## config.mk

```make
export PLATFORM = sky130hd
export DESIGN_NAME = bar_dodge_engine
export DESIGN_NICKNAME = d
export VERILOG_FILES = /design/src/rtl/bar_dodge_pkg.sv /design/src/rtl/bar_dodge_engine_lfsr8.sv /design/src/rtl/bar_dodge_engine.sv
export SDC_FILE = /design/constraint.sdc
export NUM_CORES = 1
export LEC_CHECK = 0
export BUFFER_PORTS_ARGS = -buffer_cell sky130_fd_sc_hd__buf_2
export CAP_MARGIN = 15
export CELL_PAD_IN_SITES_DETAIL_PLACEMENT = 0
export CELL_PAD_IN_SITES_GLOBAL_PLACEMENT = 1
export CORE_MARGIN = 2
export CORE_UTILIZATION = 30
export CTS_BUF_LIST = sky130_fd_sc_hd__clkbuf_16
export DETAILED_ROUTE_END_ITERATION = 7
export PLACE_DENSITY = 0.6
export SYNTH_ARGS = -nofsm -noshare
export SYNTH_HDL_FRONTEND = slang
export SYNTH_SLANG_ARGS = --single-unit
```

## constraint.sdc

```tcl
create_clock -name gameclk -period 5.5 [get_ports gameclk]
set_clock_uncertainty 0.1 [all_clocks]
set_input_delay 0.55 -clock gameclk [delete_from_list [all_inputs] [get_ports gameclk]]
set_output_delay 0.55 -clock gameclk [all_outputs]
set_load 0.05 [all_outputs]
```

## src/rtl/bar_dodge_pkg.sv

```systemverilog
// Shared types and constants for the falling-bar dodge game engine.
package bar_dodge_pkg;

    // Game sequencing states; encoding is visible on the state output.
    typedef enum logic [1:0] {
        ST_IDLE = 2'd0,
        ST_PLAY = 2'd1,
        ST_HIT  = 2'd2,
        ST_OVER = 2'd3
    } state_e;

    // Right-shift Galois taps for x^8+x^6+x^5+x^4+1 (maximal length, period 255).
    localparam logic [7:0] LFSR_TAPS     = 8'hB8;
    localparam logic [7:0] LFSR_SEED_DEF = 8'hA5;

    // One Galois step; a non-zero state never maps to zero.
    function automatic logic [7:0] lfsr_step(input logic [7:0] v);
        return {1'b0, v[7:1]} ^ (v[0] ? LFSR_TAPS : 8'h00);
    endfunction

endpackage

```

## src/rtl/bar_dodge_engine_lfsr8.sv

```systemverilog
// Free-running 8-bit Galois LFSR used as the hole-position entropy source.
module lfsr8
    import bar_dodge_pkg::*;
#(
    parameter logic [7:0] SEED = LFSR_SEED_DEF
) (
    input  logic       gameclk,
    input  logic       clr,
    input  logic       en_i,
    output logic [7:0] q_o
);

    // A zero seed would lock the register at zero, so substitute 1.
    localparam logic [7:0] SEED_NZ = (SEED == 8'h00) ? 8'h01 : SEED;

    logic [7:0] lfsr_q;

    // Step the register whenever enabled; clr reloads the seed.
    always_ff @(posedge gameclk or posedge clr) begin
        if (clr)       lfsr_q <= SEED_NZ;
        else if (en_i) lfsr_q <= lfsr_step(lfsr_q);
    end

    assign q_o = lfsr_q;

endmodule

```

## src/rtl/bar_dodge_engine.sv

```systemverilog
// Game-state engine: moves NUM_BARS staggered bars down the field, judges the
// player against each bar's gap at the bottom row, and sequences
// idle/play/hit/game-over while keeping lives, time alive and bars cleared.
module bar_dodge_engine
    import bar_dodge_pkg::*;
#(
    parameter int         FIELD_W    = 16,
    parameter int         FIELD_H    = 12,
    parameter int         HOLE_W     = 3,
    parameter int         NUM_BARS   = 2,
    parameter int         LIVES_INIT = 3,
    parameter int         HIT_TICKS  = 4,
    parameter int         SCORE_W    = 16,
    parameter logic [7:0] LFSR_SEED  = LFSR_SEED_DEF,
    localparam int        COL_W      = $clog2(FIELD_W),
    localparam int        ROW_W      = $clog2(FIELD_H)
) (
    input  logic                        gameclk,
    input  logic                        clr,
    input  logic                        tick,
    input  logic                        start,
    input  logic [COL_W-1:0]            plrpos,
    output logic [NUM_BARS*ROW_W-1:0]   barpos,
    output logic [NUM_BARS*COL_W-1:0]   holepos,
    output logic [2:0]                  lives,
    output logic [SCORE_W-1:0]          timealive,
    output logic [SCORE_W-1:0]          cleared,
    output logic [1:0]                  state,
    output logic                        hit
);

    localparam int              BAR_GAP   = FIELD_H / NUM_BARS;
    localparam int              HOLE_SPAN = FIELD_W - HOLE_W + 1;
    localparam int              HC_W      = (HIT_TICKS > 1) ? $clog2(HIT_TICKS) : 1;
    localparam logic [ROW_W-1:0] ROW_LAST = ROW_W'(FIELD_H - 1);
    // Gap right edge offset, widened by one bit so hole+offset cannot wrap.
    localparam logic [COL_W:0]  HOLE_EXT  = (COL_W+1)'(HOLE_W - 1);

    state_e               state_q, state_d;
    logic [2:0]           lives_q, lives_d;
    logic [SCORE_W-1:0]   time_q, time_d;
    logic [SCORE_W-1:0]   clrd_q, clrd_d;
    logic [HC_W-1:0]      hcnt_q, hcnt_d;
    logic                 hit_q, hit_d;
    logic [ROW_W-1:0]     row_q  [NUM_BARS];
    logic [ROW_W-1:0]     row_d  [NUM_BARS];
    logic [COL_W-1:0]     hole_q [NUM_BARS];
    logic [COL_W-1:0]     hole_d [NUM_BARS];
    logic [7:0]           lfsr_q;

    // Working variables of the judge block.
    logic [7:0]           rnd;
    logic                 miss_any;
    logic [COL_W:0]       plr_x;
    logic [COL_W:0]       lo_x;

    // The LFSR free-runs every cycle so hole choice depends on player timing.
    lfsr8 #(.SEED(LFSR_SEED)) u_lfsr (
        .gameclk (gameclk),
        .clr     (clr),
        .en_i    (1'b1),
        .q_o     (lfsr_q)
    );

    // Judge/priority logic: bar motion, pass/miss, scoring and next state.
    always_comb begin
        state_d  = state_q;
        lives_d  = lives_q;
        time_d   = time_q;
        clrd_d   = clrd_q;
        hcnt_d   = hcnt_q;
        hit_d    = 1'b0;
        row_d    = row_q;
        hole_d   = hole_q;
        rnd      = lfsr_q;
        miss_any = 1'b0;
        plr_x    = {1'b0, plrpos};
        lo_x     = '0;
        if (tick) begin
            case (state_q)
                ST_IDLE, ST_OVER: begin
                    // Restart reloads the same values as reset.
                    if (start) begin
                        state_d = ST_PLAY;
                        lives_d = 3'(LIVES_INIT);
                        time_d  = '0;
                        clrd_d  = '0;
                        hcnt_d  = '0;
                        for (int i = 0; i < NUM_BARS; i++) begin
                            row_d[i]  = ROW_W'(i * BAR_GAP);
                            hole_d[i] = '0;
                        end
                    end
                end
                ST_PLAY: begin
                    if (time_q != '1) time_d = time_q + 1'b1;
                    for (int i = 0; i < NUM_BARS; i++) begin
                        if (row_q[i] == ROW_LAST) begin
                            lo_x = {1'b0, hole_q[i]};
                            if (plr_x >= lo_x && plr_x <= lo_x + HOLE_EXT) begin
                                if (clrd_d != '1) clrd_d = clrd_d + 1'b1;
                            end else begin
                                miss_any = 1'b1;
                            end
                            // Respawning bars draw successive LFSR values by index.
                            row_d[i]  = '0;
                            hole_d[i] = COL_W'(32'(rnd) % HOLE_SPAN);
                            rnd       = lfsr_step(rnd);
                        end else begin
                            row_d[i] = row_q[i] + 1'b1;
                        end
                    end
                    // Several misses on one tick still cost a single life.
                    if (miss_any) begin
                        hit_d   = 1'b1;
                        lives_d = (lives_q != 3'd0) ? lives_q - 3'd1 : 3'd0;
                        if (lives_q <= 3'd1) begin
                            state_d = ST_OVER;
                        end else begin
                            state_d = ST_HIT;
                            hcnt_d  = HC_W'(HIT_TICKS - 1);
                        end
                    end
                end
                ST_HIT: begin
                    if (hcnt_q == '0) state_d = ST_PLAY;
                    else              hcnt_d  = hcnt_q - 1'b1;
                end
                default: ;
            endcase
        end
    end

    // Sequencing, lives and score registers; hit is a one-cycle pulse.
    always_ff @(posedge gameclk or posedge clr) begin
        if (clr) begin
            state_q <= ST_IDLE;
            lives_q <= 3'(LIVES_INIT);
            time_q  <= '0;
            clrd_q  <= '0;
            hcnt_q  <= '0;
            hit_q   <= 1'b0;
        end else begin
            state_q <= state_d;
            lives_q <= lives_d;
            time_q  <= time_d;
            clrd_q  <= clrd_d;
            hcnt_q  <= hcnt_d;
            hit_q   <= hit_d;
        end
    end

    for (genvar g = 0; g < NUM_BARS; g++) begin : g_bar
        localparam logic [ROW_W-1:0] ROW_INIT = ROW_W'(g * BAR_GAP);

        // Per-bar row and gap registers, staggered at reset.
        always_ff @(posedge gameclk or posedge clr) begin
            if (clr) begin
                row_q[g]  <= ROW_INIT;
                hole_q[g] <= '0;
            end else begin
                row_q[g]  <= row_d[g];
                hole_q[g] <= hole_d[g];
            end
        end
    end

    // Pack per-bar registers onto the flat renderer buses.
    always_comb begin
        barpos  = '0;
        holepos = '0;
        for (int i = 0; i < NUM_BARS; i++) begin
            barpos[i*ROW_W +: ROW_W]  = row_q[i];
            holepos[i*COL_W +: COL_W] = hole_q[i];
        end
    end

    assign lives     = lives_q;
    assign timealive = time_q;
    assign cleared   = clrd_q;
    assign state     = state_q;
    assign hit       = hit_q;

endmodule
```

==> flow_summary.yaml <==
clocking:
  clockBufferDepth: 2
  clkLatencyLatePin_ns: 0.34
  ctsHoldBuffers: 0
  postCtsSetupBuffers: 0
  cts_tree: "yes"
  clockRootBuffer: "clkbuf_16"
  cts.htree.levels: 3
  clkTransAtPathRegs_ns: 0.06
  cts_sinks: 64
  cts_resized: 0
  numCtsBuffers: 9
sta:
  tightest_slew_ns: 0.964
  hold_viol_final: 0
  max_freq_ghz: 0.218
  fin_ws_ns: 0.917
  fin_setup_tns_ns: 0
  whs_ns: 0.366
  finalSetupViolCount: 0
  layout_min_cycle_time_ns: 4.58
  drv_slew: 0
  slew_headroom_pct: 35.6
  timing.final.crit_share_pct: 83.3
  rsz0062_at_grt: "no"
synth:
  synthXorXnorAreaFrac_pct: 4.40
  synth_common_cells: "nand2_1 (80), dfrtp_1 (56), o21ai_0 (45)"
  synth_most_common_cell: "nand2_1"
  synth_compound_area_share_pct: 24.0
  synth_edf_count: 0
  synth-main-ff-cell: "dfrtp_1"
  synth_area_mm2: 0.00537
  synthMuxAreaShare_pct: 2.68
  synth_top_area_share_pct: 26.1
  synthesis.nets: 699
  synth_area_leaders: "dfrtp_1 (26%), ha_1 (6.8%), nand2_1 (5.6%)"
  synth_top_family_by_area: "simple AND/OR/NAND/NOR gates"
  yosys.area.top_type: "dfrtp_1"
  synth_cell_types: 82
  postSynthCellCount: 662
  syn_avg_cell_area_um2: 8.12
  ys_ff_latch: 64
  synth_seq_area_share_pct: 30.0
  synth_fa_ha_area_share_pct: 6.75
  yosys.area_share.simple_pct: 27.1
  synth_warnings: 0
  async_reset_ff_share_pct: 100
routing:
  drc: 0
  first_pass_iters: 7
  wl_met1_mm: 7.28
  antenna_left: 0
  top_layer: "met4"
  dr_wl_met3_um: 504
  wirelength_mm: 15.8
  wl_met2_mm: 7.79
  viasPerCell: 5.40
  vias: 5101
  first_iter_violations: 336
  wl_per_cell_um: 16.7
global_routing:
  grt_pass1_wl_mm: 25.4
  antenna_found_initial: 0
  grt_use_total_pct: 17.1
  grt.overflow.total: 0
  grt_max_degree: 65
  grt_pass1_vias: 4807
flow_run:
  max-cap-violations: 0
die:
  die_w_um: 138
  core_mm2: 0.0174
  floorplan.initialDensity_pct: 30.9
  ios: 62
  fp-row-count: 48
  die_area_mm2: 0.0190
  die_h_um: 138
setup_path:
  worst_r2r_startpoint: "u_lfsr.q_o[6]"
  crit_required_ns: 5.63
  worstSetupStartpoint: "u_lfsr.q_o[6]"
  cp_max_fo: 23
  crit_arrival_ns: 4.72
  r2r_slack_ns: 0.92
  crit_type: "flip-flop to flip-flop"
  start_kind: "flip-flop"
  critPathCaptureType: "flip-flop"
power_and_ir_drop:
  ir_drop_uv: 207
  seq_power_share_pct: 30.4
  leakage_uw: 0.00263
  p_switching_uw: 955
  totalPowerFinal_uw: 2160
  clockPowerShare_pct: 29.5
  power.internal_uw: 1200
  p_sw_share_pct: 44.3
  p_per_area_mw_per_mm2: 348
  combPwrFrac_pct: 40.1
status:
  status: "complete, no violations"
final_layout:
  utilization_pct: 35.6
  fin_nets: 752
  area_growth_pct: 15.4
  antennaDiodeCount: 0
  drive_gt1_share_pct: 17.1
  nFillCells: 1820
placement:
  globalplace.congestion: 0.903
  port_buffers: 61
  dp_hpwl_mm: 11.4
  pre_cts_slack_ns: 0.964
worst_hold_path:
  hold_class: "input port to async pin"
## stage by stage
stage | cells | cell area (um^2)
global route | 945 | 6200
global placement | 929 | 5880
CTS | 945 | 6200
detailed placement | 929 | 5880
finish | 945 | 6200
floorplan | 662 | 5370
## state kept, by name, indices dropped and copies added, names as in the netlist
signal,flops
cleared,16
timealive,16
barpos,8
holepos,8
u_lfsr.q_o,8
lives,3
hcnt_q,2
state,2
hit,1
## cell usage in the layout, fill, tap and decap left out, types with 6 or more instances in the layout
| cell | synthesis | layout |
|---|---|---|
| clkbuf_16 | 0 | 9 |
| or3_1 | 10 | 10 |
| dfrtp_1 | 56 | 56 |
| nand4_1 | 10 | 10 |
| ha_1 | 29 | 29 |
| a31oi_1 | 6 | 6 |
| xnor2_1 | 20 | 20 |
| nand3_1 | 26 | 26 |
| nor2b_1 | 8 | 8 |
| o21ai_0 | 45 | 45 |
| xor2_1 | 7 | 7 |
| a21oi_1 | 39 | 39 |
| o2111ai_1 | 6 | 6 |
| nand2_1 | 80 | 80 |
| o21ai_1 | 7 | 7 |
| a22o_1 | 6 | 6 |
| buf_4 | 1 | 6 |
| o22ai_1 | 6 | 6 |
| and3_1 | 10 | 10 |
| nor2_1 | 44 | 44 |
| nand4b_1 | 6 | 6 |
| nor3b_1 | 6 | 6 |
| inv_1 | 40 | 39 |
| nor3_1 | 21 | 21 |
| mux2i_1 | 11 | 11 |
| nand2b_1 | 10 | 10 |
| nand3b_1 | 6 | 6 |
| dfstp_2 | 8 | 8 |
| o31ai_1 | 8 | 8 |
| buf_2 | 10 | 61 |
| a211oi_1 | 8 | 8 |
| a21o_1 | 6 | 6 |
## metal layers
layer  GRT usage (%)  vias to the layer above
li1                -                     2540
met1            22.2                     2452
met2            29.4                       91
met3            2.39                       18
met4            5.44                        0
met5               0                        -
## power groups by stage
stage,combinational (uW),sequential [uW],clock (uW)
floorplan,416,879,0
global placement,862,658,0
detailed placement,875,662,0
CTS,877,655,652
global route,951,669,667
finish,864,656,635
## layout make-up
cell class / count / area, um^2 / area share, %
flip-flops and latches: 64 / 1610 / 26.0
clock buffers: 9 / 225 / 3.63
well taps: 225 / 282 / 4.54
inverters: 40 / 150 / 2.42
clock inverters: 7 / 95.1 / 1.53
multi-input cells: 533 / 3490 / 56.2
repair buffers: 67 / 350 / 5.65
## worst max-delay path, stage by stage, from the launching register on
cell and delay (ns):
dfrtp_1 0.74, nand2b_1 0.22, nand2_1 0.08, nand3_1 0.08, o21ai_0 0.09, ha_1 0.30, nor4b_1 0.33, a22oi_1 0.11
o22ai_1 0.23, nor2_1 0.12, o21bai_1 0.16, o21ai_0 0.16, ha_1 0.26, and4_1 0.19, a311oi_2 0.40, xnor2_1 0.22
ha_1 0.24, and2_1 0.13, a31oi_1 0.04, a31o_2 0.26
## cell families (layout without fill, tap and decap cells)
kind of cell,count (synthesis),after routing
and+or+nand+nor,272,272
AOI/OAI and AO/OA,191,191
buffers and inverters,65,123
DFF,64,64
adders and majority gates,29,29
xor gates and xnor gates,27,27
muxes,14,14
## worst paths after layout
path / to / depth (start not counted)
worst min-delay path: timealive[2] / 3
min in group gameclk: u_lfsr.q_o[7] / 0
worst max-delay path: holepos[7] / 19
max in group asynchronous: lives[2] / 3
worst max register to register: holepos[7] / 19
worst min register to register: u_lfsr.q_o[7] / 0
Note: power is estimated with default switching activity, not from simulation.
